===== config.mk =====
export PLATFORM = sky130hd
export DESIGN_NAME = ctrl_transmemory_rd
export DESIGN_NICKNAME = d
export VERILOG_FILES = /design/src/rtl/ctrl_transmemory_rd.sv
export SDC_FILE = /design/constraint.sdc
export NUM_CORES = 1
export LEC_CHECK = 0
export BUFFER_PORTS_ARGS = -buffer_cell sky130_fd_sc_hd__buf_2
export CAP_MARGIN = 20
export CELL_PAD_IN_SITES_DETAIL_PLACEMENT = 0
export CELL_PAD_IN_SITES_GLOBAL_PLACEMENT = 1
export CORE_MARGIN = 10
export CORE_UTILIZATION = 30
export CTS_CLUSTER_SIZE = 24
export DETAILED_ROUTE_END_ITERATION = 7
export PLACE_DENSITY = 0.62
export SETUP_SLACK_MARGIN = 0.5
export SLEW_MARGIN = 40
export SYNTH_ARGS = -nofsm -noshare
export SYNTH_HDL_FRONTEND = slang
export SYNTH_SLANG_ARGS = --single-unit

===== constraint.sdc =====
create_clock -name clk -period 1.81 [get_ports clk]
set_input_delay 0.181 -clock clk [delete_from_list [all_inputs] [get_ports clk]]
set_output_delay 0.181 -clock clk [all_outputs]
set_load 0.02 [all_outputs]

===== src/rtl/ctrl_transmemory_rd.sv =====
// ctrl_transmemory_rd
//   Read-side controller for the transpose memory in the TQ path. After the write
//   controller reports a filled bank (i_wr_done), this block reads 1/2/8/32 rows
//   out of that bank, depending on the latched transform size. It drives the SRAM
//   read enable and address, and a 1-cycle-delayed valid strobe for the column
//   transform stage. One further finished block can wait in a pending slot, so
//   back-to-back blocks stream without an idle gap.
//
//   Optional feature macro: TRANS_RD_STALL_EN
//     defined   : i_ready gates ren and holds rd_addr while low
//     undefined : i_ready is ignored and READ issues ren every cycle
//
// Ports
//   clk         in   clock, rising edge
//   rst         in   synchronous reset, active low
//   i_wr_done   in   1-cycle pulse: writer finished filling bank wr_bank
//   i_transize  in   [1:0] size of the block just written (00:1 01:2 10:8 11:32 rows)
//   i_ready     in   downstream ready (stall build only)
//   ren         out  transpose-memory read enable
//   rd_addr     out  [AW-1:0] row address within the bank
//   rd_bank     out  bank being read
//   wr_bank     out  bank the writer must fill next
//   o_valid     out  read data valid (ren delayed one cycle)
//   o_last      out  with o_valid: final row of the block
//   o_transize  out  [1:0] size of the block on the output
//   busy        out  reading, or a block is waiting in the pending slot
//   o_overflow  out  sticky: a write-done pulse was dropped (active and pending full)
module ctrl_transmemory_rd #(
    parameter int AW    = 5,
    parameter int BANKS = 2
) (
    input  logic          clk,
    input  logic          rst,
    input  logic          i_wr_done,
    input  logic [1:0]    i_transize,
    input  logic          i_ready,
    output logic          ren,
    output logic [AW-1:0] rd_addr,
    output logic          rd_bank,
    output logic          wr_bank,
    output logic          o_valid,
    output logic          o_last,
    output logic [1:0]    o_transize,
    output logic          busy,
    output logic          o_overflow
);

    // The bank select is a single bit, so only a ping-pong pair is supported.
    if (BANKS != 2) begin : g_bank_check
        $error("ctrl_transmemory_rd supports exactly two banks");
    end

    typedef enum logic {IDLE, READ} state_t;

    state_t        state, state_n;
    logic [1:0]    size_q, size_n;
    logic [1:0]    pend_size, pend_size_n;
    logic          pend_vld, pend_vld_n;
    logic [AW-1:0] addr_n;
    logic          rd_bank_n, wr_bank_n, ovf_n;
    logic          go, at_last;

`ifdef TRANS_RD_STALL_EN
    assign go = i_ready;
`else
    logic unused_ready;
    assign unused_ready = i_ready;
    assign go = 1'b1;
`endif

    // Final row index for a given transform size.
    function automatic logic [AW-1:0] last_addr(input logic [1:0] sz);
        case (sz)
            2'b00:   return AW'(0);
            2'b01:   return AW'(1);
            2'b10:   return AW'(7);
            default: return AW'(31);
        endcase
    endfunction

    assign busy = (state != IDLE) || pend_vld;

    always_comb begin
        state_n     = state;
        size_n      = size_q;
        pend_size_n = pend_size;
        pend_vld_n  = pend_vld;
        addr_n      = rd_addr;
        rd_bank_n   = rd_bank;
        wr_bank_n   = wr_bank;
        ovf_n       = o_overflow;
        ren         = (state == READ) && go;
        at_last     = ren && (rd_addr == last_addr(size_q));

        case (state)
            IDLE: begin
                if (i_wr_done) begin
                    size_n    = i_transize;
                    rd_bank_n = wr_bank;
                    wr_bank_n = ~wr_bank;
                    addr_n    = '0;
                    state_n   = READ;
                end
            end
            READ: begin
                // A new block goes into the pending slot; if the slot is already
                // taken the pulse is lost and that is flagged permanently.
                if (i_wr_done) begin
                    if (pend_vld) begin
                        ovf_n = 1'b1;
                    end else begin
                        pend_vld_n  = 1'b1;
                        pend_size_n = i_transize;
                        wr_bank_n   = ~wr_bank;
                    end
                end
                if (ren) begin
                    addr_n = rd_addr + 1'b1;
                end
                if (at_last) begin
                    addr_n = '0;
                    if (pend_vld) begin
                        size_n     = pend_size;
                        rd_bank_n  = ~rd_bank;
                        pend_vld_n = 1'b0;
                    end else if (i_wr_done) begin
                        // Block arriving on the last row: it skips the slot and
                        // starts straight away on the next cycle.
                        size_n     = i_transize;
                        rd_bank_n  = ~rd_bank;
                        pend_vld_n = 1'b0;
                    end else begin
                        state_n = IDLE;
                    end
                end
            end
            default: state_n = IDLE;
        endcase
    end

    always_ff @(posedge clk) begin
        if (!rst) begin
            state      <= IDLE;
            size_q     <= '0;
            pend_size  <= '0;
            pend_vld   <= 1'b0;
            rd_addr    <= '0;
            rd_bank    <= 1'b0;
            wr_bank    <= 1'b0;
            o_overflow <= 1'b0;
            o_valid    <= 1'b0;
            o_last     <= 1'b0;
            o_transize <= '0;
        end else begin
            state      <= state_n;
            size_q     <= size_n;
            pend_size  <= pend_size_n;
            pend_vld   <= pend_vld_n;
            rd_addr    <= addr_n;
            rd_bank    <= rd_bank_n;
            wr_bank    <= wr_bank_n;
            o_overflow <= ovf_n;
            // Output strobes follow ren by one cycle to line up with SRAM data.
            o_valid    <= ren;
            o_last     <= at_last;
            o_transize <= size_q;
        end
    end

endmodule

==> flow_metrics.env <==
export IMPL_syn_nets=105
export IMPL_cp_required_ns=2.03
export IMPL_layout_commonest_cell="buf_2"
export IMPL_fin_tns_setup_ns=0
export IMPL_place_port_buffers=18
export IMPL_min_path_type="in -> reg"
export IMPL_synth_avg_cell_area_um2=8.89
export IMPL_p_leak_nw=0.462
export IMPL_r2r_slack_ns=0.35
export IMPL_power_density_mw_per_mm2=834
export IMPL_fin_util=0.398
export IMPL_drv_slew=0
export IMPL_crit_slowest_cell="or3_4"
export IMPL_clk_latency_ns=0.30
export IMPL_track_usage=0.0848
export IMPL_min_delay_start="i_transize[1]"
export IMPL_max_freq_mhz=683
export IMPL_critPathKind="reg -> reg"
export IMPL_post_route_min_period_ns=1.46
export IMPL_cts_root_buf="clkbuf_4"
export IMPL_power_total_w=0.000916
export IMPL_critPathCaptureType="register"
export IMPL_n_antenna_cell=0
export IMPL_firstDrtPassIters=3
export IMPL_coreArea_mm2=0.00276
export IMPL_vias=762
export IMPL_place_hpwl_um=1600
export IMPL_initial_core_util=0.316
export IMPL_tightest_slew_ns=0.562
export IMPL_num_rows=19
export IMPL_die_x_um=73.9
export IMPL_grt_ovfl_total=0
export IMPL_worst_setup_hold_path_clk_slew_ns=0.12
export IMPL_ys_seq_area_frac=0.414
export IMPL_ys_types=35
export IMPL_clk_path_buf_depth=2
export IMPL_crit_path_start_kind="register"
export IMPL_setup_viol=0
export IMPL_ant_nets=0
export IMPL_htreeDepth=1
export IMPL_r2r_end="size_q[0]$_SDFFE_PN0P_"
export IMPL_syn_cell_area_um2=871
export IMPL_drt_total_wl_um=2240
export IMPL_worst_path_largest_cell_delay_ns=0.41
export IMPL_drive_above_1_share=0.393
export IMPL_hold_slack_ns=0.133
export IMPL_holdPathStages=3
export IMPL_status="finished clean"
export IMPL_areaGrowthSynthToFinish_pct=26.1
export IMPL_antenna_found_initial=0
export IMPL_dieArea_mm2=0.00546
export IMPL_gp_congestion=0.732
export IMPL_slew_headroom=0.625
export IMPL_cts_tree="yes"
export IMPL_numClockSinks=18
export IMPL_synth_seq_cells=18
export IMPL_synth_warnings=0
export IMPL_rr_worst_depth=4
export IMPL_path_max_fanout=5
export IMPL_crit_buf_inv=0
export IMPL_numCtsBuffers=3
export IMPL_clock_skew_ns=0.0129
export IMPL_crit_family="simple AND/OR/NAND/NOR gates"
export IMPL_worst_ep_arrival_time_ns=1.68
export IMPL_yosys_top_cells_area="dfxtp_1, a21oi_1, nor2_1"
export IMPL_grt_pass1_vias=772
export IMPL_fillers=288
export IMPL_min_to="pend_size[1]$_SDFFE_PN0P_"
export IMPL_cap_viol_max_count=0
export IMPL_syn_inst=98
export IMPL_mostFrequentLayoutCells="buf_2, nor2_1, a21oi_1, dfxtp_1, inv_1"
export IMPL_drcViolationCount=0
export IMPL_fin_nets=130
export IMPL_vias_per_cell=4.98
export IMPL_irDropWorstVdd_v=0.000530
export IMPL_reg2reg_from="size_q[1]$_SDFFE_PN0P_"
export IMPL_rsz0062_at_grt="yes"
export IMPL_ios=20
export IMPL_die_y_um=73.9
export IMPL_ctsHoldBuffers=0
export IMPL_grt_start_max_net_pins=17
export IMPL_grt_pass1_wl_um=3660
export IMPL_crit_path_cell_trace="or3_4, o211ai_4, nand3_4, a221oi_2"
export IMPL_wire_per_inst_um=14.7
export IMPL_fin_crit_sh=0.808
export IMPL_drtIter0Drc=9
export IMPL_synth_top_area_frac=0.414
export IMPL_yosysTopAreaCell="dfxtp_1"
export IMPL_final_hold_violation_count=0
## flip-flops by register name, summed over array words and instances, names as in the netlist
name        count
pend_vld        1
wr_bank         1
size_q          2
pend_size       2
o_transize      2
o_last          1
ren             1
rd_bank         1
rd_addr         5
o_valid         1
o_overflow      1
## tightest hold or removal path, delay by kind of cell
family                 cells  cell delay [ns]
AND/OR/NAND/NOR            1             0.07
buffers and inverters      1             0.08
multiplexers               1             0.06
## how the worst max path moves through the flow
stage / startpoint / endpoint / cells after the start
finish: size_q[1]$_SDFFE_PN0P_ / size_q[0]$_SDFFE_PN0P_ / 4
global route: size_q[1]$_SDFFE_PN0P_ / size_q[0]$_SDFFE_PN0P_ / 4
CTS: size_q[1]$_SDFFE_PN0P_ / size_q[0]$_SDFFE_PN0P_ / 4
detailed placement: size_q[1]$_SDFFE_PN0P_ / size_q[1]$_SDFFE_PN0P_ / 4
global placement: size_q[1]$_SDFFE_PN0P_ / size_q[1]$_SDFFE_PN0P_ / 4
floorplan: rd_addr[2]$_SDFFE_PN0P_ / size_q[0]$_SDFFE_PN0P_ / 4
## cell usage after synthesis
| cell | instances |
|---|---|
| o21a_2 | 1 |
| o21ai_2 | 1 |
| nor2_1 | 12 |
| o211ai_1 | 4 |
| o21ai_0 | 3 |
| or2_2 | 1 |
| a221oi_2 | 2 |
| nand3b_1 | 2 |
| nand4_1 | 2 |
| a211o_1 | 1 |
| ha_1 | 1 |
| a21oi_1 | 9 |
| clkbuf_1 | 1 |
| a221oi_1 | 1 |
| nand3_1 | 5 |
| buf_2 | 2 |
| o211ai_4 | 1 |
| a21o_2 | 1 |
| inv_1 | 8 |
| o2bb2ai_1 | 1 |
| nand3_4 | 1 |
| mux2i_1 | 2 |
| nor4_1 | 1 |
| xnor2_1 | 2 |
| dfxtp_1 | 18 |
| nand2_1 | 6 |
| nor3_1 | 1 |
| and2_1 | 1 |
| and2_0 | 1 |
| o22ai_1 | 1 |
| or3_4 | 1 |
| or2_1 | 1 |
| nor3b_1 | 1 |
| xor2_2 | 1 |
| a21o_1 | 1 |
## final cells by class
type / instances / area, um2 / area share
tap: 31 / 38.8 / 0.0353
multi-input combinational: 69 / 483 / 0.440
timing repair buffer: 23 / 134 / 0.122
clock buffer: 4 / 36.3 / 0.0330
inverter: 8 / 30.0 / 0.0273
sequential: 18 / 377 / 0.343
## layer usage
metal,wire length [um],global-route usage
met1,1100,0.102
met2,986,0.127
met3,144,0.0404
met4,17,0.0311
met5,0,0
## per-stage QoR
stage | instance area (um2) | worst slack (ns) | cells
3_3_place_gp | 1000 | 0.329 | 145
4_1_cts | 1090 | 0.353 | 153
5_1_grt | 1100 | 0.298 | 153
3_5_place_dp | 1000 | 0.321 | 145
2_1_floorplan | 881 | 0.412 | 98
6_report | 1100 | 0.347 | 153
## cells by family after synthesis
family / after synthesis / share of synthesized area
multiplexers: 2 / 0.0230
XOR/XNOR: 3 / 0.0388
AND/OR/NAND/NOR: 36 / 0.221
AO/OA/AOI/OAI: 27 / 0.239
buffers and inverters: 11 / 0.0503
flip-flops: 18 / 0.414
adder cells (fa/ha/maj): 1 / 0.0144
## report_power, final
| part | internal [W] | switching [W] |
|---|---|---|
| logic | 0.0000889 | 0.000123 |
| clock network | 0.000123 | 0.000133 |
| registers | 0.000422 | 0.0000262 |
| total | 0.000634 | 0.000283 |
## repair_timing
action                     CTS  global route
pin swaps                    1             0
resized for setup            9             2
setup buffers                4             0
setup endpoints to repair   14            12
(Power assumes the default switching activity.)
